<file path="src/rtl/sop_term_engine.sv">
// sop_term_engine: programmable sum-of-products evaluator.
// A table of N_TERMS product terms (care mask, polarity, enable) is written
// through a valid/ready port while idle. A start request samples an operand,
// the terms are evaluated one per cycle, and the per-term hits plus their OR
// are published with a one-cycle done pulse.
// Optional build macro SOP_TERM_COUNT_EN adds o_hit_count (number of matching
// terms), loaded together with o_term_hits.
module sop_term_engine #(
  parameter int N_IN    = 5,
  parameter int N_TERMS = 6,
  parameter int IDX_W   = (N_TERMS > 1) ? $clog2(N_TERMS) : 1,
  parameter int CNT_W   = $clog2(N_TERMS + 1)
) (
  input  logic               clk,
  input  logic               rst_n,
  input  logic               i_cfg_valid,
  output logic               o_cfg_ready,
  input  logic [IDX_W-1:0]   i_cfg_idx,
  input  logic [N_IN-1:0]    i_cfg_care,
  input  logic [N_IN-1:0]    i_cfg_pol,
  input  logic               i_cfg_en,
  input  logic               i_start,
  input  logic [N_IN-1:0]    i_in_vec,
  output logic               o_busy,
  output logic               o_done,
  output logic [N_TERMS-1:0] o_term_hits,
`ifdef SOP_TERM_COUNT_EN
  output logic [CNT_W-1:0]   o_hit_count,
`endif
  output logic               o_sop_out
);

  typedef enum logic [1:0] {
    S_IDLE = 2'd0,
    S_EVAL = 2'd1,
    S_DONE = 2'd2
  } state_t;

  state_t               r_state;
  logic [N_IN-1:0]      r_care [N_TERMS];
  logic [N_IN-1:0]      r_pol  [N_TERMS];
  logic [N_TERMS-1:0]   r_en;
  logic [N_IN-1:0]      r_operand;
  logic [N_TERMS-1:0]   r_scratch;
  logic [IDX_W-1:0]     r_cnt;
  logic [N_TERMS-1:0]   r_term_hits;
  logic                 r_sop;
  logic                 r_busy;
  logic                 r_done;

  logic                 w_cfg_acc;
  logic                 w_cfg_wr;
  logic [N_IN-1:0]      w_diff;
  logic                 w_match;
  logic                 w_last;
  logic [N_TERMS-1:0]   w_scratch_next;

`ifdef SOP_TERM_COUNT_EN
  logic [CNT_W-1:0]     r_hit_count;

  function automatic logic [CNT_W-1:0] f_popcount(input logic [N_TERMS-1:0] v);
    logic [CNT_W-1:0] c;
    c = '0;
    for (int i = 0; i < N_TERMS; i++) begin
      c = c + CNT_W'(v[i]);
    end
    return c;
  endfunction
`endif

  // The table port is only open in IDLE; out-of-range indices complete the
  // handshake without touching the table.
  assign w_cfg_acc = i_cfg_valid & (r_state == S_IDLE);
  assign w_cfg_wr  = w_cfg_acc & (32'(i_cfg_idx) < 32'(N_TERMS));

  // ready is forced low while reset is held so no write is acknowledged then
  assign o_cfg_ready = rst_n & (r_state == S_IDLE);
  assign o_busy      = r_busy;
  assign o_done      = r_done;
  assign o_term_hits = r_term_hits;
  assign o_sop_out   = r_sop;
`ifdef SOP_TERM_COUNT_EN
  assign o_hit_count = r_hit_count;
`endif

  // Evaluate the term selected by the counter and fold it into the scratch vector
  always_comb begin
    w_diff                = (r_operand ^ r_pol[r_cnt]) & r_care[r_cnt];
    w_match               = r_en[r_cnt] & (w_diff == '0);
    w_last                = (r_cnt == IDX_W'(N_TERMS - 1));
    w_scratch_next        = r_scratch;
    w_scratch_next[r_cnt] = w_match;
  end

  // Term table storage, written on an accepted in-range cfg handshake
  always_ff @(posedge clk or negedge rst_n) begin
    if (!rst_n) begin
      for (int i = 0; i < N_TERMS; i++) begin
        r_care[i] <= '0;
        r_pol[i]  <= '0;
      end
      r_en <= '0;
    end else if (w_cfg_wr) begin
      r_care[i_cfg_idx] <= i_cfg_care;
      r_pol[i_cfg_idx]  <= i_cfg_pol;
      r_en[i_cfg_idx]   <= i_cfg_en;
    end else begin
      r_en <= r_en;
    end
  end

  // Control FSM with registered busy/done and result outputs
  always_ff @(posedge clk or negedge rst_n) begin
    if (!rst_n) begin
      r_state     <= S_IDLE;
      r_busy      <= 1'b0;
      r_done      <= 1'b0;
      r_operand   <= '0;
      r_scratch   <= '0;
      r_cnt       <= '0;
      r_term_hits <= '0;
      r_sop       <= 1'b0;
`ifdef SOP_TERM_COUNT_EN
      r_hit_count <= '0;
`endif
    end else begin
      case (r_state)
        S_IDLE: begin
          r_done <= 1'b0;
          if (i_start) begin
            r_operand <= i_in_vec;
            r_scratch <= '0;
            r_cnt     <= '0;
            r_busy    <= 1'b1;
            r_state   <= S_EVAL;
          end else begin
            r_busy <= 1'b0;
          end
        end
        S_EVAL: begin
          r_scratch <= w_scratch_next;
          if (w_last) begin
            // the last term's result is taken straight from the combinational path
            r_term_hits <= w_scratch_next;
            r_sop       <= |w_scratch_next;
`ifdef SOP_TERM_COUNT_EN
            r_hit_count <= f_popcount(w_scratch_next);
`endif
            r_done      <= 1'b1;
            r_state     <= S_DONE;
          end else begin
            r_cnt <= r_cnt + IDX_W'(1);
          end
        end
        S_DONE: begin
          r_done  <= 1'b0;
          r_busy  <= 1'b0;
          r_state <= S_IDLE;
        end
        default: begin
          r_done  <= 1'b0;
          r_busy  <= 1'b0;
          r_state <= S_IDLE;
        end
      endcase
    end
  end

endmodule

</file>
<file path="config.mk">
export PLATFORM = sky130hd
export DESIGN_NAME = sop_term_engine
export DESIGN_NICKNAME = d
export VERILOG_FILES = /design/src/rtl/sop_term_engine.sv
export SDC_FILE = /design/constraint.sdc
export NUM_CORES = 1
export LEC_CHECK = 0
export CAP_MARGIN = 10
export CORE_MARGIN = 2
export CORE_UTILIZATION = 25
export CTS_BUF_LIST = sky130_fd_sc_hd__clkbuf_4
export DETAILED_ROUTE_END_ITERATION = 12
export PLACE_DENSITY = 0.51
export REMOVE_ABC_BUFFERS = 1
export SLEW_MARGIN = 20
export SYNTH_ARGS = -nofsm -noshare
export SYNTH_HDL_FRONTEND = slang
export SYNTH_SLANG_ARGS = --single-unit
export TNS_END_PERCENT = 100
</file>
<file path="constraint.sdc">
create_clock -name clk -period 4.7 [get_ports clk]
set_clock_uncertainty 0.05 [all_clocks]
set_input_delay 0.47 -clock clk [delete_from_list [all_inputs] [get_ports clk]]
set_output_delay 0.47 -clock clk [all_outputs]
set_load 0.02 [all_outputs]
</file>
# --- Word level (Yosys, flattened, before mapping) ---
# Cells that the tools add are included.
classes:
  bitwise: 8
  n_eq_ne: 5
  reduce_logical: 12
  n_mux: 30
  n_addsub: 1
  n_lt_le_gt_ge: 8
op_table:
  columns: ["operator", "n"]
  rows:
  - ["$bwmux W30", 2]
  - ["$bmux W5 S3", 2]
  - ["$mux W5", 5]
  - ["$demux W5 S3", 1]
  - ["$bwmux W6", 2]
  - ["$pmux W6 S2", 1]
  - ["$ge A4 B4 Y1 const B", 2]
  - ["$lt A3 B4 Y1 const B", 2]
  - ["$not A3 Y4", 2]
  - ["$reduce_and A2 Y1", 4]
  - ["$demux W1 S3", 2]
  - ["$ge A3 B1 Y1 const B", 2]
  - ["$mux W1", 6]
  - ["$mux W3", 2]
  - ["$mux W6", 1]
  - ["$ne A2 B2 Y1 const B", 3]
  - ["$pmux W3 S2", 1]
  - ["$reduce_or A6 Y1", 1]
  - ["$and A5 B5 Y5", 1]
  - ["$logic_not A5 Y1", 1]
  - ["$xor A5 B5 Y5", 1]
  - ["$and A1 B1 Y1", 4]
  - ["$lt A4 B1 Y1 const B", 1]
  - ["$mux W2", 2]
  - ["other kinds (11)", 13]
totals:
  reg_bits: 91
  elab_cells: 85

# --- Longest topological paths before layout ---
# Gate-level depths: netlist of the first run.
logic_depth:
  ltp_word: 10
  ltp_mapped: 9
  depth_no_buf: 8

# --- Least setup slack after synthesis of the first run ---
# Ideal clock, no wire load.
synth_timing:
  kind: "reg2reg"
  from: "register r_cnt[0]"
  to: "register r_term_hits[5], in the netlist o_term_hits[5]"
  setup_time_ps: 77
  synth_period_minus_slack_ps: 2306
  path_buffers: 1
  required_time_ps: 4573
  arrival_ps: 2178
  slack_ps: 2394
  stages_incl_launch_ff: 9
  cell_sequence: "dfrtp_1 buf_6 mux4_2 and2_1 or3_1 a41o_2 nor2_8 a41oi_2 a21oi_1"
synth_between:
  elab_chain_len: 9
synth_rtl:
  columns: ["element", "line", "text"]
  rows:
  - ["start: declaration", "45", "logic [IDX_W-1:0] r_cnt;"]
  - ["start signal: assignment", "152", "r_cnt <= r_cnt + IDX_W'(1);"]
  - ["$not A3 Y4 (implied by the code)", "88", "w_diff = (r_operand ^ r_pol[r_cnt]) & r_care[r_cnt];"]
  - ["$bmux W5 S3", "88", null]
  - ["$mux W5 (implied by the code) (2 in a row)", "88", null]
  - ["$xor A5 B5 Y5", "88", null]
  - ["$and A5 B5 Y5", "88", null]
  - ["$logic_not A5 Y1", "89", "w_match = r_en[r_cnt] & (w_diff == '0);"]
  - ["$and A1 B1 Y1", "89", null]
  - ["$bwmux W6", "92", "w_scratch_next[r_cnt] = w_match;"]
  - ["end signal: assignment", "144", "r_term_hits <= w_scratch_next;"]
  - ["end: declaration", "46", "logic [N_TERMS-1:0] r_term_hits;"]
# Several ways; a longest one is shown, not always the timed one. The select of a mux whose other input is x is not followed.
# A chain may end at the register's enable or synchronous reset.

# --- Worst setup path in the final report of the first run ---
layout_timing:
  from: "register r_cnt[1]"
  to: "register r_term_hits[5], in the netlist o_term_hits[5]"
# Same word-level chain as after synthesis.

==> results of run 1 <==
cell families (layout without fill, tap and decap cells):
group	after synthesis	in the layout	share of synthesized area, %
xor gates and xnor gates	6	6	1.220
DFF	91	91	52.86
adders and majority gates	2	2	0.5808
buffers and inverters	20	56	2.207
AOI/OAI and AO/OA	54	54	8.075
muxes	93	93	25.91
and+or+nand+nor	82	82	9.150
layer usage:
layer | GRT usage [%] | wire length (um) | up-vias
li1 | - | - | 1331
met1 | 14.88 | 4659 | 1435
met2 | 19.09 | 4730 | 50
met3 | 3.517 | 347 | 9
met4 | 2.778 | 117 | 0
met5 | 0 | 0 | -
per-stage QoR:
stage          utilization, %  std cells
2_1_floorplan               -        330
3_3_place_gp            29.08        587
3_5_place_dp            29.08        587
4_1_cts                 29.94        604
5_1_grt                 29.94        604
6_report                29.94        604
area by class of cell:
cell class | count | area (um^2)
clock buffer | 9 | 67.56
clock inverter | 7 | 65.06
fill | 1738 | 11700
inverter | 2 | 7.507
multi-input combinational | 237 | 1942
sequential | 91 | 2277
tap | 220 | 275.3
timing repair buffer | 38 | 365.4
critical path: cells and delay by family (launching register included):
family | cells | cell delay, ps
buffers and inverters | 1 | 540
AOI/OAI and AO/OA | 5 | 1620
DFF | 1 | 1040
cell usage in the layout, fill, tap and decap left out, types with 3 or more instances in the layout:
| cell | n |
|---|---|
| dfrtp_1 | 91 |
| mux2_2 | 72 |
| nor2_1 | 34 |
| clkdlybuf4s50_1 | 31 |
| a21oi_1 | 20 |
| nand2_1 | 14 |
| mux2i_1 | 14 |
| clkbuf_4 | 9 |
| nand3_1 | 8 |
| o21ai_0 | 7 |
| nand2b_1 | 6 |
| o22ai_1 | 6 |
| buf_4 | 6 |
| mux4_2 | 5 |
| a31oi_1 | 5 |
| xor2_1 | 4 |
| nor3_1 | 4 |
| clkinv_1 | 3 |
| and2_1 | 3 |
| a221oi_1 | 3 |
| nor2b_1 | 3 |
| nand4_1 | 3 |
power by group through the flow:
stage | clock network [W] | registers (W) | logic [W]
2_1_floorplan | 0 | 0.00144 | 0.00103
3_3_place_gp | 0 | 0.00147 | 0.00142
3_5_place_dp | 0 | 0.00149 | 0.00144
4_1_cts | 0.000453 | 0.00147 | 0.00144
5_1_grt | 0.000486 | 0.00152 | 0.00158
6_report | 0.000433 | 0.00146 | 0.00142
state kept, by name, summed over array words and instances (netlist names):
name         cells
o_done           1
o_busy           1
r_en             6
o_term_hits      6
r_scratch        6
r_operand        5
r_pol           30
r_state          2
r_cnt            3
r_care          30
o_sop_out        1
path summary, 6_finish.rpt:
check,from,endpoint,slack [ps],cells after the start
worst max-delay path,r_cnt[1],o_term_hits[5],1370,6
worst min-delay path,rst_n,r_scratch[3],380,2
worst max register to register,r_cnt[1],o_term_hits[5],1370,6
worst min register to register,o_busy,o_busy,460,2
max in group asynchronous,rst_n,r_pol[5],3030,3
min in group clk,o_busy,o_busy,460,2
what timing repair did:
item | in CTS | in global routing
hold endpoints to repair | 22 | 0
hold buffers | 1 | 0
setup buffers | 0 | 0
==> results.sh, run 1 <==
export IMPL_outcome="complete, no violations"
export IMPL_vias=2825
export IMPL_dpl_cell_area_um2=4857
export IMPL_synth_edf_count=0
export IMPL_grt_usage_pct=11.56
export IMPL_cts_root_buf="clkbuf_4"
export IMPL_ctsResizeCount=0
export IMPL_power_share_clock_pct=13.0
export IMPL_cts_tree="yes"
export IMPL_gr_total_overflow=0
export IMPL_yosysTopAreaCellShare_pct=52.86
export IMPL_num_rows=47
export IMPL_antenna_found_initial=0
export IMPL_critPathMaxFanout=22
export IMPL_yosys_warnings=0
export IMPL_dp_hpwl_um=6455
export IMPL_grt_max_degree=70
export IMPL_num_antenna_cells=0
export IMPL_max_freq_mhz=300.5
export IMPL_intPower_w=0.002057
export IMPL_yosys_top_cells_count="91 x dfrtp_1, 72 x mux2_2, 34 x nor2_1, 20 x a21oi_1"
export IMPL_rsz0062_at_grt="false"
export IMPL_crit_path_cell_trace="clkinv_1, a221oi_1, a21oi_1, a221oi_2, a41oi_2, a21oi_1"
export IMPL_ios=33
export IMPL_drive_above_1_share_pct=26.56
export IMPL_cpMostUsedCell="a21oi_1"
export IMPL_async_flop_share_pct=100.0
export IMPL_die_x_um=135.3
export IMPL_start_util_pct=25.79
export IMPL_cp_data_arrival_time_ps=3660
export IMPL_grt_pass1_vias=2901
export IMPL_crit_slowest_cell="dfrtp_1"
export IMPL_p_per_area_nw_per_um2=664.3
export IMPL_timing_slew_headroom_pct=32.27
export IMPL_required_ps=5040
export IMPL_areaGrowthSynthToFinish_pct=16.06
export IMPL_slowest_delay_ps=1040
export IMPL_clock_path_buffers=2
export IMPL_drtIter0Drc=157
export IMPL_crit_path_start_kind="flop"
export IMPL_setup_slack_ps=1372
export IMPL_postRouteAntennaNets=0
export IMPL_syn_area_per_cell_um2=12.38
export IMPL_cts_buffers=9
export IMPL_total_power_w=0.003321
export IMPL_p_sw_share_pct=38.07
export IMPL_synth_seq_cells=91
export IMPL_hold_path_class="input pin to async pin"
export IMPL_core_area_um2=16700
export IMPL_power_switching_w=0.001265
export IMPL_dp_slack_ps=1386
export IMPL_yosysTopAreaCell="dfrtp_1"
export IMPL_worst_slew_pin_slew_ps=1016
export IMPL_seq_area_frac_synth_pct=52.86
export IMPL_syn_cell_area_um2=4308
export IMPL_p_comb_share_pct=42.9
export IMPL_clock_latency_ps=460
export IMPL_tns_ps=0
export IMPL_postLayoutCellArea_um2=5000
export IMPL_wl_per_cell_um=16.32
export IMPL_worstSetupEndpointType="flop"
export IMPL_hold_viol=0
export IMPL_viasPerCell=4.677
export IMPL_drc_errors=0
export IMPL_fin_hold_ws_ps=378.4
export IMPL_yosysMostFrequentCell="dfrtp_1"
export IMPL_drt_total_wl_um=9855
export IMPL_fin_crit_ps=3328
export IMPL_grt_pass1_wl_um=15990
export IMPL_io_buffers=32
export IMPL_power_leakage_nw=2.094
export IMPL_post_synth_num_cell_types=45
export IMPL_postSynthCellCount=348
export IMPL_path_class="flop to flop"
export IMPL_nets=404
export IMPL_clkSlewWorstSetupHoldPaths_ps=150
export IMPL_finalCritPeriodShare_pct=70.80
export IMPL_drv_cap=0
export IMPL_cts_htree_levels=3
export IMPL_dr_pass1_iters=4
export IMPL_cts_sinks=91
export IMPL_netlist_top_cells_area="dfrtp_1 53%, mux2_2 19%, mux2i_1 3.3%, nor2_1 3.0%, mux4_2 2.6%"
export IMPL_die_area_um2=18300
export IMPL_slew_viol_final=0
export IMPL_setup_viol=0
export IMPL_gp_congestion=0.7333
export IMPL_ys_flop_type="dfrtp_1"
export IMPL_die_h_um=135.3
export IMPL_ir_drop_uv=180.9
export IMPL_pwr_share_seq_pct=44.1
Note: power is estimated with default switching activity, not from simulation.
==> run 2: changes to the inputs <==
==> constraint.sdc (replaced) <==
create_clock -name clk -period 3.08 [get_ports clk]
set_clock_uncertainty 0.05 [all_clocks]
set_input_delay 0.308 -clock clk [delete_from_list [all_inputs] [get_ports clk]]
set_output_delay 0.308 -clock clk [all_outputs]
set_load 0.02 [all_outputs]
==> results.sh, run 2 (synthesized netlist as in run 1, its figures left out) <==
export IMPL_outcome="complete, no violations"
export IMPL_total_power_w=0.005199
export IMPL_drv_cap=0
export IMPL_dp_hpwl_um=6537
export IMPL_cts_tree="yes"
export IMPL_io_buffers=32
export IMPL_final_cell_mix="91 x dfrtp_1, 72 x mux2_2, 34 x nor2_1"
export IMPL_cts_buffers=9
export IMPL_drive_above_1_share_pct=28.68
export IMPL_ios=33
export IMPL_die_x_um=135.3
export IMPL_gr_total_overflow=0
export IMPL_power_leakage_nw=2.142
export IMPL_drc_errors=0
export IMPL_max_freq_mhz=368.0
export IMPL_critPathMaxFanout=14
export IMPL_setup_viol=0
export IMPL_cp_data_arrival_time_ps=3060
export IMPL_areaGrowthSynthToFinish_pct=18.24
export IMPL_finalCritPeriodShare_pct=88.23
export IMPL_grt_max_degree=75
export IMPL_start_util_pct=25.79
export IMPL_clkSlewWorstSetupHoldPaths_ps=140
export IMPL_fillers=1751
export IMPL_cts_root_buf="clkbuf_4"
export IMPL_r2r_slack_ps=360
export IMPL_num_rows=47
export IMPL_postRouteAntennaNets=0
export IMPL_slew_viol_final=0
export IMPL_viasPerCell=4.599
export IMPL_die_h_um=135.3
export IMPL_postCtsSetupRepairBufs=0
export IMPL_cts_sinks=91
export IMPL_drtIter0Drc=120
export IMPL_clock_latency_ps=460
export IMPL_die_area_um2=18300
export IMPL_dr_pass1_iters=4
export IMPL_dp_cells=597
export IMPL_rsz0062_at_grt="false"
export IMPL_grt_usage_pct=11.53
export IMPL_cts_htree_levels=3
export IMPL_grt_pass1_wl_um=16000
export IMPL_p_per_area_nw_per_um2=1021
export IMPL_wl_per_cell_um=16.04
export IMPL_hold_viol=0
export IMPL_crit_path_start_kind="flop"
export IMPL_largestRegisters="r_care (30), r_pol (30)"
export IMPL_tns_ps=0
export IMPL_drt_total_wl_um=9849
export IMPL_worst_slew_pin_slew_ps=945.2
export IMPL_num_antenna_cells=0
export IMPL_path_class="flop to flop"
export IMPL_gp_congestion=0.7628
export IMPL_grt_pass1_vias=2864
export IMPL_worstSetupEndpointType="flop"
export IMPL_core_area_um2=16700
export IMPL_final_common_cell="dfrtp_1"
export IMPL_timing_slew_headroom_pct=36.99
export IMPL_stdcell_count=614
export IMPL_nets=414
export IMPL_antenna_found_initial=0
export IMPL_clock_path_buffers=2
export IMPL_fin_crit_ps=2717
export IMPL_required_ps=3420
export IMPL_vias=2824
export IMPL_hold_path_class="input pin to async pin"
export IMPL_ir_drop_uv=258.4
==> run 2: cell types whose count changed in the layout (fill, tap and decap cells not counted), sizes merged <==
cell,previous run,this run
inv,3,2
clkbuf,9,10
clkinv,5,3
clkinvlp,0,2
buf,6,16
==> run 2: worst max-delay path, stage by stage (launching register included) <==
cell and delay, ps:
dfrtp_1 730, buf_4 280, mux4_2 520, a21oi_1 170
nor2_1 90, a221oi_4 450, a41oi_2 200, a21oi_1 170
==> run 2: what timing repair did <==
item | CTS | global route
endpoints found under the hold margin | 17 | 0
resized for setup | 0 | 1
hold buffers | 1 | 0
setup endpoints to repair | 0 | 5
==> run 2: worst paths after layout <==
path | endpoint | cells after the start | startpoint
min reg2reg | o_busy | 2 | o_busy
max reg2reg | o_term_hits[5] | 7 | r_cnt[0]
max | o_term_hits[5] | 7 | r_cnt[0]
min | o_busy | 2 | rst_n
max in group asynchronous | r_pol[22] | 3 | rst_n
min in group clk | r_operand[0] | 2 | i_in_vec[0]
==> run 2: per-layer routing <==
layer	share of wire [%]	up-vias	routed length [um]	GRT usage, %
met4	0.88	0	87	2.604
met5	0	-	0	0
li1	-	1354	-	-
met1	49	1430	4777	15.14
met2	48	33	4679	18.87
met3	3.1	7	304	3.404
==> run 2: final cells by class <==
class                           instances  area (um^2)  area share, %
Multi-Input combinational cell        237         1953          38.34
Clock buffer                           10        75.07          1.474
Tap cell                              220        275.3          5.404
Timing Repair Buffer                   48        440.4          8.647
Sequential cell                        91         2277          44.71
Clock inverter                          6        65.06          1.277
Inverter                                2        7.507         0.1474
==> run 2: stage by stage <==
step | instance area, um^2 | utilization (%) | setup slack [ps] | hold slack [ps]
finish | 5094 | 30.50 | 362.6 | 190.8
global placement | 4932 | 29.53 | 265.8 | 145.7
CTS | 5082 | 30.43 | 185.5 | 162.7
detailed placement | 4932 | 29.53 | 216.7 | 153.9
floorplan | 4220 | - | 110.3 | -37.59
global route | 5094 | 30.50 | 174.8 | 177.2
==> run 2: where the power goes <==
group | leakage, nW | total (W) | internal [W] | switching [W]
logic | 0.941 | 0.00236 | 0.00120 | 0.00116
clock network | 0.0720 | 0.000673 | 0.000258 | 0.000415
registers | 1.13 | 0.00216 | 0.00177 | 0.000395
total | 2.14 | 0.00520 | 0.00323 | 0.00197
